### src/rtl/rx_logic_if.sv
// Router input-side bundle: rx transceiver 2-phase req/ack ports plus the fifo write port.
// rx_logic uses the master modport; transceivers/fifo (or a bench) use slave.
interface rx_logic_if #(
   parameter int unsigned SIZE       = 8,
   parameter int unsigned PORT_COUNT = 5
);

   logic                         fifo_write;
   logic                         fifo_full;
   logic [SIZE-1:0]              fifo_item_in;
   logic [PORT_COUNT-1:0]        fifo_push_req;
   logic [PORT_COUNT-1:0]        fifo_push_ack;
   logic [PORT_COUNT*SIZE-1:0]   fifo_push_data;

   modport master (
      output fifo_write,
      input  fifo_full,
      output fifo_item_in,
      input  fifo_push_req,
      output fifo_push_ack,
      input  fifo_push_data
   );

   modport slave (
      input  fifo_write,
      output fifo_full,
      input  fifo_item_in,
      output fifo_push_req,
      input  fifo_push_ack,
      output fifo_push_data
   );

endinterface

### src/rtl/rx_logic.sv
// Round-robin collector from PORT_COUNT 2-phase req/ack rx ports into the router input fifo.
// Define RX_LOGIC_SYNC_EN to pass each req bit through a 2-flop synchroniser.
module rx_logic #(
   parameter int          ID         = -1,
   parameter int unsigned SIZE       = 8,
   parameter int unsigned PORT_COUNT = 5,
   parameter int unsigned PTR_BITS   = 3
) (
   input logic        clk,
   input logic        reset,
   rx_logic_if.master bus
);

   if ((2 ** PTR_BITS) < PORT_COUNT) begin : g_ptr_check
      $error("rx_logic %0d: PTR_BITS too narrow for PORT_COUNT", ID);
   end

   logic [PORT_COUNT-1:0] req_eff;
   logic [PORT_COUNT-1:0] pending;
   logic [PORT_COUNT-1:0] ack_q, ack_d;
   logic [PORT_COUNT-1:0] sel_onehot;
   logic [PTR_BITS-1:0]   rr_q, rr_d;
   logic [PTR_BITS-1:0]   sel;
   logic [SIZE-1:0]       item_q, item_d;
   logic [SIZE-1:0]       sel_data;
   logic                  write_q, write_d;
   logic                  accept;

`ifdef RX_LOGIC_SYNC_EN
   logic [PORT_COUNT-1:0] req_s1_q, req_s2_q;

   always_ff @(posedge clk) begin
      if (reset) begin
         req_s1_q <= '0;
         req_s2_q <= '0;
      end else begin
         req_s1_q <= bus.fifo_push_req;
         req_s2_q <= req_s1_q;
      end
   end

   assign req_eff = req_s2_q;
`else
   assign req_eff = bus.fifo_push_req;
`endif

   assign pending = req_eff ^ ack_q;

   // Ports at or above rr_q beat ports below it; the second pass overrides the first.
   always_comb begin
      sel        = '0;
      sel_onehot = '0;
      for (int k = PORT_COUNT - 1; k >= 0; k--) begin
         if (pending[k] && (PTR_BITS'(k) < rr_q)) begin
            sel        = PTR_BITS'(k);
            sel_onehot = PORT_COUNT'(1) << k;
         end
      end
      for (int k = PORT_COUNT - 1; k >= 0; k--) begin
         if (pending[k] && (PTR_BITS'(k) >= rr_q)) begin
            sel        = PTR_BITS'(k);
            sel_onehot = PORT_COUNT'(1) << k;
         end
      end
   end

   always_comb begin
      sel_data = '0;
      for (int k = 0; k < PORT_COUNT; k++) begin
         if (sel_onehot[k]) begin
            sel_data = bus.fifo_push_data[k*SIZE +: SIZE];
         end
      end
   end

   // Blocking on write_q keeps a just-filled fifo from being overrun.
   assign accept = (|pending) && !bus.fifo_full && !write_q;

   always_comb begin
      write_d = 1'b0;
      item_d  = item_q;
      ack_d   = ack_q;
      rr_d    = rr_q;
      if (accept) begin
         write_d = 1'b1;
         item_d  = sel_data;
         ack_d   = ack_q ^ sel_onehot;
         rr_d    = (sel == PTR_BITS'(PORT_COUNT - 1)) ? '0 : sel + PTR_BITS'(1);
      end
   end

   always_ff @(posedge clk) begin
      if (reset) begin
         write_q <= 1'b0;
         item_q  <= '0;
         ack_q   <= '0;
         rr_q    <= '0;
      end else begin
         write_q <= write_d;
         item_q  <= item_d;
         ack_q   <= ack_d;
         rr_q    <= rr_d;
      end
   end

   assign bus.fifo_write    = write_q;
   assign bus.fifo_item_in  = item_q;
   assign bus.fifo_push_ack = ack_q;

endmodule

### src/flat_wrapper.sv
// flat-port wrapper written by rule: the top's interface ports become plain ports
module rx_logic_flat 
#(
   parameter int          ID         = -1,
   parameter int unsigned SIZE       = 8,
   parameter int unsigned PORT_COUNT = 5,
   parameter int unsigned PTR_BITS   = 3
)
  (clk, reset, bus_fifo_write, bus_fifo_full, bus_fifo_item_in, bus_fifo_push_req, bus_fifo_push_ack, bus_fifo_push_data);
  rx_logic_if #(.SIZE(SIZE), .PORT_COUNT(PORT_COUNT)) bus_i ();
  input logic clk;
  input logic reset;
  output wire logic [$bits(bus_i.fifo_write)-1:0] bus_fifo_write;
  input wire logic [$bits(bus_i.fifo_full)-1:0] bus_fifo_full;
  output wire logic [$bits(bus_i.fifo_item_in)-1:0] bus_fifo_item_in;
  input wire logic [$bits(bus_i.fifo_push_req)-1:0] bus_fifo_push_req;
  output wire logic [$bits(bus_i.fifo_push_ack)-1:0] bus_fifo_push_ack;
  input wire logic [$bits(bus_i.fifo_push_data)-1:0] bus_fifo_push_data;
  assign bus_fifo_write = bus_i.fifo_write;
  assign bus_i.fifo_full = bus_fifo_full;
  assign bus_fifo_item_in = bus_i.fifo_item_in;
  assign bus_i.fifo_push_req = bus_fifo_push_req;
  assign bus_fifo_push_ack = bus_i.fifo_push_ack;
  assign bus_i.fifo_push_data = bus_fifo_push_data;
  rx_logic #(.ID(ID), .SIZE(SIZE), .PORT_COUNT(PORT_COUNT), .PTR_BITS(PTR_BITS)) u_core (.clk(clk), .reset(reset), .bus(bus_i));
endmodule
### config.mk
export PLATFORM = sky130hd
export DESIGN_NAME = rx_logic_flat
export DESIGN_NICKNAME = d
export VERILOG_FILES = /design/src/rtl/rx_logic_if.sv /design/src/rtl/rx_logic.sv /design/src/flat_wrapper.sv
export SDC_FILE = /design/constraint.sdc
export NUM_CORES = 1
export LEC_CHECK = 0
export CAP_MARGIN = 15
export CORE_ASPECT_RATIO = 0.75
export CORE_MARGIN = 4
export CORE_UTILIZATION = 30
export DETAILED_ROUTE_END_ITERATION = 10
export DONT_BUFFER_PORTS = 1
export PLACE_DENSITY_LB_ADDON = 0.3
export RECOVER_POWER = 50
export SYNTH_ARGS = -nofsm -noshare
export SYNTH_HDL_FRONTEND = slang
export SYNTH_SLANG_ARGS = --single-unit
### constraint.sdc
create_clock -name clk -period 3.3 [get_ports clk]
set_input_delay 0.825 -clock clk [delete_from_list [all_inputs] [get_ports clk]]
set_output_delay 0.825 -clock clk [all_outputs]
set_load 0.01 [all_outputs]
==> out/qor.yml, run 1 <==
outcome: "finished clean"
skew_ps: 1.12
critPathLaunchType: "flip-flop"
fin_setup_tns_ps: 0
wl_per_cell_um: 19.9
avgSynthCellArea_um2: 9.11
firstDrtPassIters: 4
start_util_pct: 31.5
peakVddDrop_uv: 196
critPathRequiredTime_ps: 3480
cts_setup_buffers: 0
finalSetupViolations: 0
layout_commonest_cell: "nand2_1"
hold_class: "flip-flop to flip-flop"
placementRows: 21
cts.sinks: 17
drcViolationCount: 0
antenna_found_initial: 0
routed_wirelength_mm: 4.23
cts_buffers: 3
drtIter0Drc: 226
cap_violations: 0
crit_path_end_kind: "flip-flop"
grt_pass1_vias: 1363
p_leak_nw: 0.540
via_per_inst: 5.89
fin_nets: 207
die_area_um2: 5910
synthesis.area_um2: 1420
fmax_ghz: 0.374
ios: 62
post-route-period-util_pct: 81.0
worstPathCellList: "xor2_2 > nand2_1 > a31oi_1 > nor2_1 > o22ai_1 > inv_1 > ha_1 > or3_1 > a311oi_2"
cts_tree: "built"
arrival_ps: 2850
critPathKind: "flip-flop to flip-flop"
final_cell_mix: "nand2_1, dfxtp_1, nor2_1, nand3_1"
synth.distinct_cells: 50
fin_area_um2: 1500
fillerInstances: 460
cts_resized: 0
worst_pin_slew_ps: 698
grt_pass1_wl_mm: 6.94
min-delay-start: "u_core.bus.fifo_item_in[4]$_SDFFE_PP0P_"
finalCriticalPeriod_ps: 2670
ys_warn_count: 0
cts_buffer_depth: 2
regArea_um2: 340
p_per_area_nw_per_um2: 668
clock_latency_ps: 260
syn2layout_area_growth_pct: 5.46
rr_startpoint: "u_core.bus.fifo_push_ack[0]$_SDFFE_PP0P_"
path_clk_slew_ps: 70
num_vias: 1255
buffer_ports.inserted: 0
yosysSeqAreaShare_pct: 23.9
placedInstanceArea_um2: 1450
max-slew-margin-rel_pct: 53.5
overflow: 0
startpoint: "u_core.bus.fifo_push_ack[0]$_SDFFE_PP0P_"
synth_ff_type: "dfxtp_1"
grt_usage_pct: 15.3
num_antenna_cells: 0
cts_root_buf: "clkbuf_8"
grt_max_degree: 14
crit_slowest_cell: "dfxtp_1"
synth-seq-cells: 17
grt_setup_unrepaired: "no"
synth_nets: 206
core_area_um2: 4520
drtAntennaViolNets: 0
cp_slowest_stage_delay_ps: 530
place_congestion: 0.838
holdBufCountCts: 0
slew_viol_final: 0
netlist_instances: 156
cp_max_fo: 9
fin_util_pct: 33.2
final_layout_size_suffix_gt1_share_pct: 17.3
synthArstFlopShare_pct: 0
h-tree-depth: 1
dp_hpwl_mm: 3.38
multiInputGateArea_um2: 1000
synth-edff-count: 0
dieHeight_um: 67.6
die_w_um: 87.5
hold_viol_final: 0
## state kept, by name (all words and copies together) (netlist names)
register                  count
u_core.rr_q                   3
u_core.bus.fifo_write         1
u_core.bus.fifo_item_in       8
u_core.bus.fifo_push_ack      5
## routing by layer
metal,vias to the layer above,GRT usage (%),part of all wire (%)
met5,-,0,0
met1,580,18.5,41
li1,597,-,-
met4,0,6.13,2.0
met3,9,5.98,10
met2,69,24.3,46
## power breakdown
group | switching, W | internal, W | total (W)
Sequential | 0.0000682 | 0.000244 | 0.000312
Combinational | 0.000308 | 0.000215 | 0.000523
Clock | 0.0000817 | 0.0000842 | 0.000166
Total | 0.000458 | 0.000544 | 0.00100
## through the flow
step / worst slack [ps] / power (W) / hold WS, ps / std cells
final: 628 / 0.00100 / 503 / 213
after global routing: 442 / 0.00108 / 538 / 213
after CTS: 643 / 0.00100 / 505 / 213
after detailed placement: 419 / 0.000837 / 495 / 209
after global placement: 542 / 0.000823 / 492 / 209
after floorplan: 695 / 0.000741 / 470 / 156
## worst paths after layout
| path | end | slack, ps | depth (start not counted) |
|---|---|---|---|
| worst min-delay path | u_core.bus.fifo_item_in[4]$_SDFFE_PP0P_ | 500 | 2 |
| worst max-delay path | u_core.rr_q[2]$_SDFFE_PP0P_ | 630 | 9 |
| worst max register to register | u_core.rr_q[2]$_SDFFE_PP0P_ | 630 | 9 |
| worst min register to register | u_core.bus.fifo_item_in[4]$_SDFFE_PP0P_ | 500 | 2 |
## layout make-up
| cell class | count | area share [%] |
|---|---|---|
| tap | 57 | 4.76 |
| timing repair buffer | 1 | 0.501 |
| clock inverter | 1 | 0.334 |
| clock buffer | 3 | 2.75 |
| multi-input combinational | 126 | 66.9 |
| inverter | 8 | 2.00 |
| sequential | 17 | 22.7 |
## critical path: cells and delay by family, from the launching register on
| family | cells | cell delay [ps] |
|---|---|---|
| AND/OR/NAND/NOR | 3 | 600 |
| flip-flops | 1 | 530 |
| adder cells (fa/ha/maj) | 1 | 200 |
| AO/OA/AOI/OAI | 3 | 700 |
| XOR/XNOR | 1 | 480 |
| buffers and inverters | 1 | 80 |
## cell families (layout without fill, tap and decap cells)
| family | after synthesis | after routing | synth area share, % |
|---|---|---|---|
| buf+inv | 13 | 13 | 5.46 |
| flops | 17 | 17 | 23.9 |
| compound gates | 57 | 57 | 36.7 |
| xor+xnor | 14 | 14 | 11.0 |
| mux | 1 | 1 | 0.704 |
| simple gates | 52 | 52 | 20.4 |
| fa+ha+maj | 2 | 2 | 1.76 |
## cells in the mapped netlist, drive strengths merged, types with 2 or more instances
master | n | area (µm²)
nand2 | 19 | 71.3
dfxtp | 17 | 340
nor2 | 14 | 78.8
o21ai | 12 | 60.1
nand3 | 9 | 45.0
xor2 | 9 | 86.3
inv | 8 | 30.0
a222oi | 6 | 60.1
o211a | 5 | 50.1
xnor2 | 5 | 70.1
a211oi | 4 | 47.5
buf | 4 | 37.5
o211ai | 4 | 30.0
o22ai | 4 | 25.0
a2bb2oi | 3 | 26.3
a32o | 3 | 30.0
and2 | 3 | 21.3
a311oi | 2 | 41.3
a31o | 2 | 17.5
a31oi | 2 | 12.5
ha | 2 | 25.0
nor4 | 2 | 42.5
or3 | 2 | 12.5
(Power assumes the default switching activity.)
==> run 2, diff against run 1 <==
- clock period: 3.3 -> 2.7 ns (I/O delays scaled with it)
==> out/qor.yml, run 2 (synthesized netlist as in run 1, its figures left out) <==
hold_class: "input pin to flip-flop"
dp_cells: 216
p_sw_share_pct: 45.4
critPathKind: "flip-flop to flip-flop"
p_comb_share_pct: 54.3
power.share.clock_pct: 16.2
p_per_area_nw_per_um2: 816
fin_setup_tns_ps: 0
grt_pass1_vias: 1357
cp_max_fo: 11
cts_root_buf: "clkbuf_8"
fin_util_pct: 34.2
syn2layout_area_growth_pct: 8.80
overflow: 0
finalSetupViolations: 0
cts_buffer_depth: 2
cts_setup_buffers: 0
final_layout_size_suffix_gt1_share_pct: 19.6
post-route-period-util_pct: 96.1
h-tree-depth: 1
worst_pin_slew_ps: 512
fin_area_um2: 1550
fin_nets: 214
largest_reg_flops: 8
num_vias: 1333
place_congestion: 0.945
dieHeight_um: 67.6
fillerInstances: 477
placedInstanceArea_um2: 1510
finalCriticalPeriod_ps: 2600
slew_viol_final: 0
die_w_um: 87.5
core_area_um2: 4520
dp_hpwl_mm: 3.51
hold_viol_final: 0
clock_latency_ps: 260
peakVddDrop_uv: 274
die_area_um2: 5910
layout_commonest_cell: "nand2_1"
antenna_found_initial: 0
grt_pass1_wl_mm: 6.96
firstDrtPassIters: 4
instances_no_fill: 220
routed_wirelength_mm: 4.29
grt_usage_pct: 15.3
cts_tree: "built"
timing.hold.ws_ps: 472
multiInputGateArea_um2: 1000
crit_path_end_kind: "flip-flop"
start_util_pct: 31.5
p_leak_nw: 0.571
skew_ps: 2.83
hold_depth: 1
reg2regPathDepth: 6
critPathRequiredTime_ps: 2880
cts_buffers: 3
critPathLaunchType: "flip-flop"
max-slew-margin-rel_pct: 65.6
path_clk_slew_ps: 70
drtAntennaViolNets: 0
p_switching_w: 0.000572
ios: 62
p_seq_share_pct: 29.4
internal_power_w: 0.000689
wl_per_cell_um: 19.5
arrival_ps: 2780
outcome: "finished clean"
fmax_ghz: 0.385
drcViolationCount: 0
regArea_um2: 340
num_antenna_cells: 0
final_cell_mix: "nand2_1, dfxtp_1, nor2_1, nand3_1"
placementRows: 21
via_per_inst: 6.06
grt_setup_unrepaired: "no"
drtIter0Drc: 213
grt_max_degree: 14
cap_violations: 0
buffer_ports.inserted: 0
cts.sinks: 17
-- run 2: area by class of cell --
cell class                 instances  share of cell area, %
timing repair buffer               8                   3.64
sequential                        17                   22.0
multi-input combinational        126                   64.8
clock buffer                       3                   2.67
clock inverter                     1                  0.324
inverter                           8                   1.94
tap                               57                   4.61
-- run 2: critical path: stages (launching register included) --
cell and delay, ps:
dfxtp_1 430, or3_1 500, a222oi_1 500, o211ai_1 210
ha_1 260, or3_1 360, a311oi_2 240
-- run 2: repair_timing --
item,in CTS,in global routing
setup endpoints to repair,0,1
hold buffers,0,0
resized for setup,0,0
-- run 2: power groups by stage --
stage | clock [W] | sequential (W) | combinational, W
5_1_grt | 0.000220 | 0.000379 | 0.000750
6_report | 0.000205 | 0.000371 | 0.000685
3_5_place_dp | 0 | 0.000377 | 0.000681
4_1_cts | 0.000209 | 0.000372 | 0.000686
3_3_place_gp | 0 | 0.000374 | 0.000664
2_1_floorplan | 0 | 0.000366 | 0.000539
-- run 2: final timing paths --
check | startpoint | endpoint | slack, ps
min | reset | u_core.rr_q[2]$_SDFFE_PP0P_ | 470
min reg2reg | u_core.bus.fifo_item_in[7]$_SDFFE_PP0P_ | u_core.bus.fifo_item_in[7]$_SDFFE_PP0P_ | 500
max reg2reg | u_core.rr_q[2]$_SDFFE_PP0P_ | u_core.rr_q[2]$_SDFFE_PP0P_ | 100
max | u_core.rr_q[2]$_SDFFE_PP0P_ | u_core.rr_q[2]$_SDFFE_PP0P_ | 100
-- run 2: layer usage --
layer / vias up / part of all wire, % / wire length (µm) / global-route usage, %
met4: 0 / 2.0 / 87 / 5.17
met5: - / 0 / 0 / 0
met2: 79 / 47 / 2000 / 25.2
met1: 630 / 40 / 1710 / 18.4
li1: 612 / - / - / -
met3: 12 / 11 / 490 / 5.98
-- run 2: metrics by stage --
stage	worst slack [ps]	power [W]
5_1_grt	11.6	0.00135
3_5_place_dp	158	0.00106
4_1_cts	142	0.00127
3_3_place_gp	224	0.00104
6_report	104	0.00126
2_1_floorplan	245	0.000905
==> run 3, diff against run 2 <==
- clock period: 2.7 -> 3 ns (I/O delays scaled with it)
==> out/qor.yml, run 3 (synthesized netlist as in run 1, its figures left out) <==
crit_slowest_cell: "dfxtp_1"
num_antenna_cells: 0
h-tree-depth: 1
rr_startpoint: "u_core.bus.fifo_push_ack[0]$_SDFFE_PP0P_"
firstDrtPassIters: 5
overflow: 0
die_w_um: 87.5
holdBufCountCts: 0
critPathKind: "flip-flop to flip-flop"
largest_reg_flops: 8
final_layout_size_suffix_gt1_share_pct: 17.3
multiInputGateArea_um2: 1000
worst_pin_slew_ps: 671
cp_max_fo: 9
ios: 62
max-slew-margin-rel_pct: 55.2
grt_setup_unrepaired: "no"
wl_per_cell_um: 19.8
cap_violations: 0
outcome: "finished clean"
fin_setup_tns_ps: 0
die_area_um2: 5910
setup_ws_ps: 419
min-delay-start: "u_core.bus.fifo_item_in[2]$_SDFFE_PP0P_"
grt_max_degree: 14
syn2layout_area_growth_pct: 5.46
worstPathCellList: "xor2_2 > nand2_1 > a31oi_1 > nor2_1 > o22ai_1 > inv_1 > ha_1 > or3_1 > a311oi_2"
fmax_ghz: 0.387
slew_viol_final: 0
finalSetupViolations: 0
drtAntennaViolNets: 0
place_congestion: 0.839
regArea_um2: 340
cts_buffer_depth: 2
post-route-period-util_pct: 86.0
cts.sinks: 17
skew_ps: 2.41
cp.buffers_inverters: 1
buffer_ports.inserted: 0
cts_root_buf: "clkbuf_8"
critPathRequiredTime_ps: 3170
place_ws_ps: 258
fillerInstances: 475
hold_viol_final: 0
grt_usage_pct: 14.8
fin_nets: 207
layout_commonest_cell: "nand2_1"
p_per_area_nw_per_um2: 730
hold_class: "flip-flop to flip-flop"
drtIter0Drc: 146
num_vias: 1297
final_cell_mix: "nand2_1, dfxtp_1, nor2_1, nand3_1"
drcViolationCount: 0
antenna_found_initial: 0
peakVddDrop_uv: 298
cts_buffers: 3
cts_setup_buffers: 0
arrival_ps: 2750
routed_wirelength_mm: 4.22
grt_pass1_wl_mm: 6.79
grt_pass1_vias: 1356
core_area_um2: 4520
finalCriticalPeriod_ps: 2580
cp_slowest_stage_delay_ps: 520
cts_resized: 0
dp_hpwl_mm: 3.38
p_leak_nw: 0.540
via_per_inst: 6.09
placementRows: 21
start_util_pct: 31.5
cts_tree: "built"
critPathLaunchType: "flip-flop"
clock_latency_ps: 250
startpoint: "u_core.bus.fifo_push_ack[0]$_SDFFE_PP0P_"
crit_path_end_kind: "flip-flop"
path_clk_slew_ps: 70
path_delay_family: "compound AO/OA/AOI/OAI gates"
dieHeight_um: 67.6
run 3: area by class of cell:
class / instances / area share [%]
Clock inverter: 1 / 0.334
Timing Repair Buffer: 1 / 0.501
Inverter: 8 / 2.00
Clock buffer: 3 / 2.75
Multi-Input combinational cell: 126 / 66.9
Tap cell: 57 / 4.76
Sequential cell: 17 / 22.7
run 3: per-stage QoR:
stage / total power (W) / cell area, µm² / hold slack (ps) / utilization [%] / cells
after CTS: 0.00110 / 1500 / 513 / 33.2 / 213
after global placement: 0.000904 / 1450 / 493 / 32.1 / 209
after global routing: 0.00117 / 1500 / 543 / 33.2 / 213
after floorplan: 0.000815 / 1420 / 470 / - / 156
final: 0.00109 / 1500 / 506 / 33.2 / 213
after detailed placement: 0.000917 / 1450 / 499 / 32.1 / 209
run 3: report_power, final:
group          internal (W)  switching [W]
combinational      0.000236       0.000336
clock             0.0000922      0.0000863
sequential         0.000268      0.0000746
run 3: layer usage:
metal  GRT usage (%)  share of wire (%)  up-vias  routed length [µm]
met1            17.9                 41      611                1740
li1                -                  -      600                   -
met5               0                  0        -                   0
met2            23.7                 46       77                1930
met4            5.75                1.8        0                  74
met3            5.85                 11        9                 477
run 3: worst paths after layout:
kind         slack (ps)                                       to  depth (start not counted)
max                 420              u_core.rr_q[2]$_SDFFE_PP0P_                          9
min reg2reg         510  u_core.bus.fifo_item_in[2]$_SDFFE_PP0P_                          2
min                 510  u_core.bus.fifo_item_in[2]$_SDFFE_PP0P_                          2
max reg2reg         420              u_core.rr_q[2]$_SDFFE_PP0P_                          9
run 3: worst min-delay path: cells and delay by family (launching register included):
| family | cells | cell delay (ps) |
|---|---|---|
| AOI/OAI and AO/OA | 1 | 50 |
| DFF | 1 | 350 |
| and+or+nand+nor | 1 | 70 |
